`config.mk`:
```
export PLATFORM = sky130hd
export DESIGN_NAME = aes_out_serializer
export DESIGN_NICKNAME = d
export VERILOG_FILES = /design/src/rtl/aes_pkg.sv /design/src/rtl/aes_out_serializer.sv
export SDC_FILE = /design/constraint.sdc
export NUM_CORES = 1
export LEC_CHECK = 0
export BUFFER_PORTS_ARGS = -buffer_cell sky130_fd_sc_hd__buf_4
export CORE_ASPECT_RATIO = 0.5
export CORE_MARGIN = 2
export CORE_UTILIZATION = 56
export CTS_BUF_LIST = sky130_fd_sc_hd__clkbuf_16
export DETAILED_ROUTE_END_ITERATION = 6
export PLACE_DENSITY = 0.76
export SYNTH_ARGS = -nofsm -noshare
export SYNTH_HDL_FRONTEND = slang
export SYNTH_SLANG_ARGS = --single-unit
```
`constraint.sdc`:
```
create_clock -name clk -period 6.4 [get_ports clk]
set_clock_uncertainty 0.1 [all_clocks]
set_input_delay 0.32 -clock clk [delete_from_list [all_inputs] [get_ports clk]]
set_output_delay 0.32 -clock clk [all_outputs]
set_load 0.01 [all_outputs]
```
`src/rtl/aes_pkg.sv`:
```
// Shared AES datapath constants, byte-index type and output-serializer state encoding.
package aes_pkg;

  localparam int AES_BLOCK_W = 128;
  localparam int AES_BYTE_W  = 8;
  localparam int AES_NBYTES  = 16;

  typedef logic [$clog2(AES_NBYTES)-1:0] aes_byte_idx_t;

  typedef enum logic [0:0] {
    SER_IDLE  = 1'b0,
    SER_SHIFT = 1'b1
  } ser_state_e;

endpackage

```
`src/rtl/aes_out_serializer.sv`:
```
// Two-deep block-to-byte serializer (active shifter + one hold register), gapless at 1 byte/cycle.
// Optional AES_OUT_LAST_EN adds a dout_last port flagging the final byte of each block.
module aes_out_serializer
  import aes_pkg::*;
#(
  parameter int BLOCK_BYTES = AES_NBYTES
) (
  input  logic                           clk,
  input  logic                           rst_n,
  input  logic [AES_BYTE_W*BLOCK_BYTES-1:0] blk_in,
  input  logic                           blk_valid,
  output logic                           blk_ready,
  output logic [AES_BYTE_W-1:0]          dout,
  output logic                           dout_valid,
  input  logic                           dout_ready,
  output logic                           busy
`ifdef AES_OUT_LAST_EN
  ,
  output logic                           dout_last
`endif
);

  localparam int BLK_W = AES_BYTE_W * BLOCK_BYTES;
  localparam int CNT_W = (BLOCK_BYTES > 1) ? $clog2(BLOCK_BYTES) : 1;
  localparam logic [CNT_W-1:0] CNT_LAST = CNT_W'(BLOCK_BYTES - 1);

  ser_state_e       state;
  logic [BLK_W-1:0] shifter;
  logic [BLK_W-1:0] hold;
  logic             hold_valid;
  logic [CNT_W-1:0] cnt;

  logic blk_acc;
  logic byte_acc;
  logic last_byte;

  // The hold register is the only thing that can refuse a block, so ready never looks at valid.
  assign blk_ready  = !hold_valid;
  assign dout_valid = (state == SER_SHIFT);
  assign dout       = dout_valid ? shifter[BLK_W-1 -: AES_BYTE_W] : '0;
  assign busy       = (state == SER_SHIFT) || hold_valid;

  assign blk_acc   = blk_valid && blk_ready;
  assign byte_acc  = dout_valid && dout_ready;
  assign last_byte = (cnt == CNT_LAST);

`ifdef AES_OUT_LAST_EN
  assign dout_last = dout_valid && last_byte;
`endif

  // NOTE: state registers use non-blocking (<=) so every flop samples pre-edge values.
  always_ff @(posedge clk or negedge rst_n) begin
    if (!rst_n) begin
      state      <= SER_IDLE;
      shifter    <= '0;
      hold       <= '0;
      hold_valid <= 1'b0;
      cnt        <= '0;
    end else begin
      case (state)
        SER_IDLE: begin
          if (blk_acc) begin
            shifter <= blk_in;
            cnt     <= '0;
            state   <= SER_SHIFT;
          end
        end

        SER_SHIFT: begin
          if (byte_acc && last_byte) begin
            // Refill on the last-byte edge so the next block follows with no bubble.
            cnt <= '0;
            if (hold_valid) begin
              shifter    <= hold;
              hold_valid <= 1'b0;
            end else if (blk_acc) begin
              shifter <= blk_in;
            end else begin
              state <= SER_IDLE;
            end
          end else begin
            if (byte_acc) begin
              shifter <= {shifter[BLK_W-AES_BYTE_W-1:0], {AES_BYTE_W{1'b0}}};
              cnt     <= cnt + CNT_W'(1);
            end
            if (blk_acc) begin
              hold       <= blk_in;
              hold_valid <= 1'b1;
            end
          end
        end

        default: state <= SER_IDLE;
      endcase
    end
  end

endmodule
```
==> run_results.csv <==
group,metric,value,unit
finish,fin_util,0.689,
critical_path,crit_path_start,"dout_valid$_DFF_PN0_",
status,violations,"DRC",
detailed_routing,drt_wl_total,41700,µm
clock_network,holdBufCountCts,130,
global_route,grt_max_degree,138,
timing,worst_pin_slew,1260,ps
worst_hold_path,min_to,"shifter[92]$_DFFE_PN0P_",
power_and_ir_drop,pwr-share-seq,0.403,
power_and_ir_drop,irDropWorstVdd,0.229,mV
floorplanning,rows,42,
clock_network,clkSinkCount,262,
floorplanning,core_area,26400,µm²
clock_network,cts-root-buf,"clkbuf_16",
synthesis,synth_top_flop_cell,"dfrtp_1",
global_route,grt_pass1_wl,67500,µm
floorplanning,num_io_pins,143,
timing,fin_crit_sh,0.750,
status,status,"finished, violations left",
power_and_ir_drop,combPwrFrac,0.392,
clock_network,htree_levels,1,
critical_path,path_class,"reg2reg",
global_route,overflow,0,
synthesis,yosys-top-cells-area,"dfrtp_1 (44%), mux2_4 (11%), mux2_2 (9.1%), mux2i_1 (8.8%), a222oi_1 (5.3%)",
clock_network,cts_tree,"yes",
critical_path,crit_path_end_kind,"flop",
critical_path,crit_path_start_kind,"flop",
timing,finalHoldViolations,0,
critical_path,reg2reg_depth,5,
timing,worst_slew_margin_rel,0.158,
finish,drive_gt1_frac,0.283,
placement,gp_congestion,0.783,
detailed_routing,vias,12300,
synthesis,ys_top_cells_by_count,"dfrtp_1 (262), mux2i_1 (132), mux2_2 (121)",
timing,timing.setup.tns,0,ps
synthesis,async_flop_share,1.00,
synthesis,synth-edff-count,0,
detailed_routing,antenna_left,0,
timing,finalSetupViolations,0,
synthesis,ys_seq_area_frac,0.437,
critical_path,r2r_slack,1600,ps
placement,place_hpwl,23300,µm
timing,max_freq,208,MHz
global_route,grt_pass1_vias,12400,
floorplanning,die_y,120,µm
clock_network,clk_pin_slew,70,ps
finish,nets,1643,
detailed_routing,vias_per_cell,6.52,
synthesis,synth_cell_types,37,
detailed_routing,drtIter0Drc,1957,
clock_network,cts.repair.resized,0,
synthesis,avgSynthCellArea,11.3,µm²
synthesis,synthMostInstantiatedCell,"dfrtp_1",
critical_path,crit_fanout,65,
synthesis,synth_top_area_cell,"dfrtp_1",
critical_path,r2r-start,"dout_valid$_DFF_PN0_",
run,cap_violations,0,
synthesis,ys_warn_count,0,
critical_path,required,6720,ps
detailed_routing,drc,13,
global_route,antenna_found_initial,0,
synthesis,synth_top_cell_area_share,0.437,
power_and_ir_drop,p_sw_frac,0.361,
finish,syn2layout_area_growth,21.1,%
worst_hold_path,hold_path.startpoint,"blk_valid",
power_and_ir_drop,p_switching,2.82,mW
power_and_ir_drop,p_per_area,430,nW/µm²
global_route,globalRouteTotalUtil,0.296,
finish,num-fill-cells,1869,
clock_network,cts_buffers,25,
timing,finalMaxSlewViolations,0,
power_and_ir_drop,p_clk_frac,0.205,
synthesis,synth_fp_nets,1458,
floorplanning,die-area,28200,µm²
detailed_routing,post_drt_wl_per_cell,22.2,µm
placement,port_buffers,142,
timing,rsz0062_at_grt,"no",
power_and_ir_drop,p_int,4.99,mW
clock_network,cts.path.max_buffers,3,
synthesis,synth_area,15000,µm²
synthesis,synth-seq-cells,262,
worst_hold_path,whs_path_depth,5,
clock_network,clock_latency,550,ps
clock_network,cts_setup_buffers,0,
timing,period_needed,4800,ps
critical_path,cp.arrival,5120,ps
floorplanning,chipWidth,236,µm
worst_hold_path,hp-class,"in2reg",
critical_path,r2r_end,"hold[48]$_DFFE_PN0P_",
floorplanning,start_util,0.569,
synthesis,postSynthCellCount,1325,
power_and_ir_drop,p_leak,8.11,nW
detailed_routing,drt_pass1_iterations,7,
## registers in the layout, summed over array words and instances, names as in the netlist
| name | flops |
|---|---|
| hold | 128 |
| shifter | 128 |
| cnt | 4 |
| dout_valid | 1 |
| hold_valid | 1 |
## worst max-delay path by stage
stage | to | slack, ps
2_1_floorplan | hold[100]$_DFFE_PN0P_ | 4380
3_3_place_gp | hold[55]$_DFFE_PN0P_ | 1700
3_5_place_dp | hold[59]$_DFFE_PN0P_ | 1650
4_1_cts | hold[59]$_DFFE_PN0P_ | 1620
5_1_grt | hold[74]$_DFFE_PN0P_ | 1360
6_report | hold[48]$_DFFE_PN0P_ | 1600
## layout make-up
class	count	area (µm²)	share of cell area
multi-input cells	934	7830	0.430
flip-flops and latches	262	6560	0.361
repair buffers	285	2490	0.137
clock buffers	25	626	0.0344
well taps	352	440	0.0242
clock inverters	20	235	0.0129
inverters	2	8.76	0.000482
diodes	1	2.50	0.000138
## layer usage
layer | wire [µm] | share of wire | vias to the layer above | GRT usage
met2 | 19600 | 0.47 | 545 | 0.470
met1 | 18000 | 0.43 | 6159 | 0.419
met3 | 2770 | 0.066 | 101 | 0.0412
li1 | - | - | 5457 | -
met5 | 0 | 0 | - | 0
met4 | 1280 | 0.031 | 0 | 0.108
## worst max-delay path: stages, from the launching register on
cell	delay, ps
dfrtp_1	1040
clkinv_2	840
a21oi_4	860
nand2_4	810
buf_12	550
mux2_4	370
## logic make-up after synthesis
family	after synthesis	synth area share
buffers and inverters	129	0.0446
DFF	262	0.437
xor gates and xnor gates	1	0.000583
AOI/OAI and AO/OA	415	0.187
muxes	364	0.288
adders and majority gates	1	0.000833
and+or+nand+nor	153	0.0422
## power by group through the flow
stage,clock network [mW],logic [mW],registers (mW)
5_1_grt,1.68,3.34,3.24
3_3_place_gp,0,2.81,3.08
3_5_place_dp,0,2.96,3.12
6_report,1.60,3.07,3.15
4_1_cts,1.61,3.04,3.11
2_1_floorplan,0,2.50,2.81
## layout by cell type, fill, tap and decap left out, types with 55 or more instances in the layout
cell,instances
a21oi_1,91
a22oi_1,55
mux2_4,106
mux2i_1,132
a222oi_1,80
buf_4,152
dlygate4sd3_1,130
nor2_1,91
mux2_2,121
dfrtp_1,261
o21ai_0,107
## per-stage QoR
stage	area [µm²]	setup slack, ps	hold WS [ps]	power, mW	cells
after global routing	18200	1360	400	8.26	1880
after global placement	16000	1700	368	5.89	1705
after floorplan	15000	4380	-75.6	5.31	1325
after detailed placement	16000	1650	376	6.08	1705
after CTS	18200	1620	350	7.76	1880
final	18200	1600	373	7.82	1881
(Power assumes the default switching activity.)
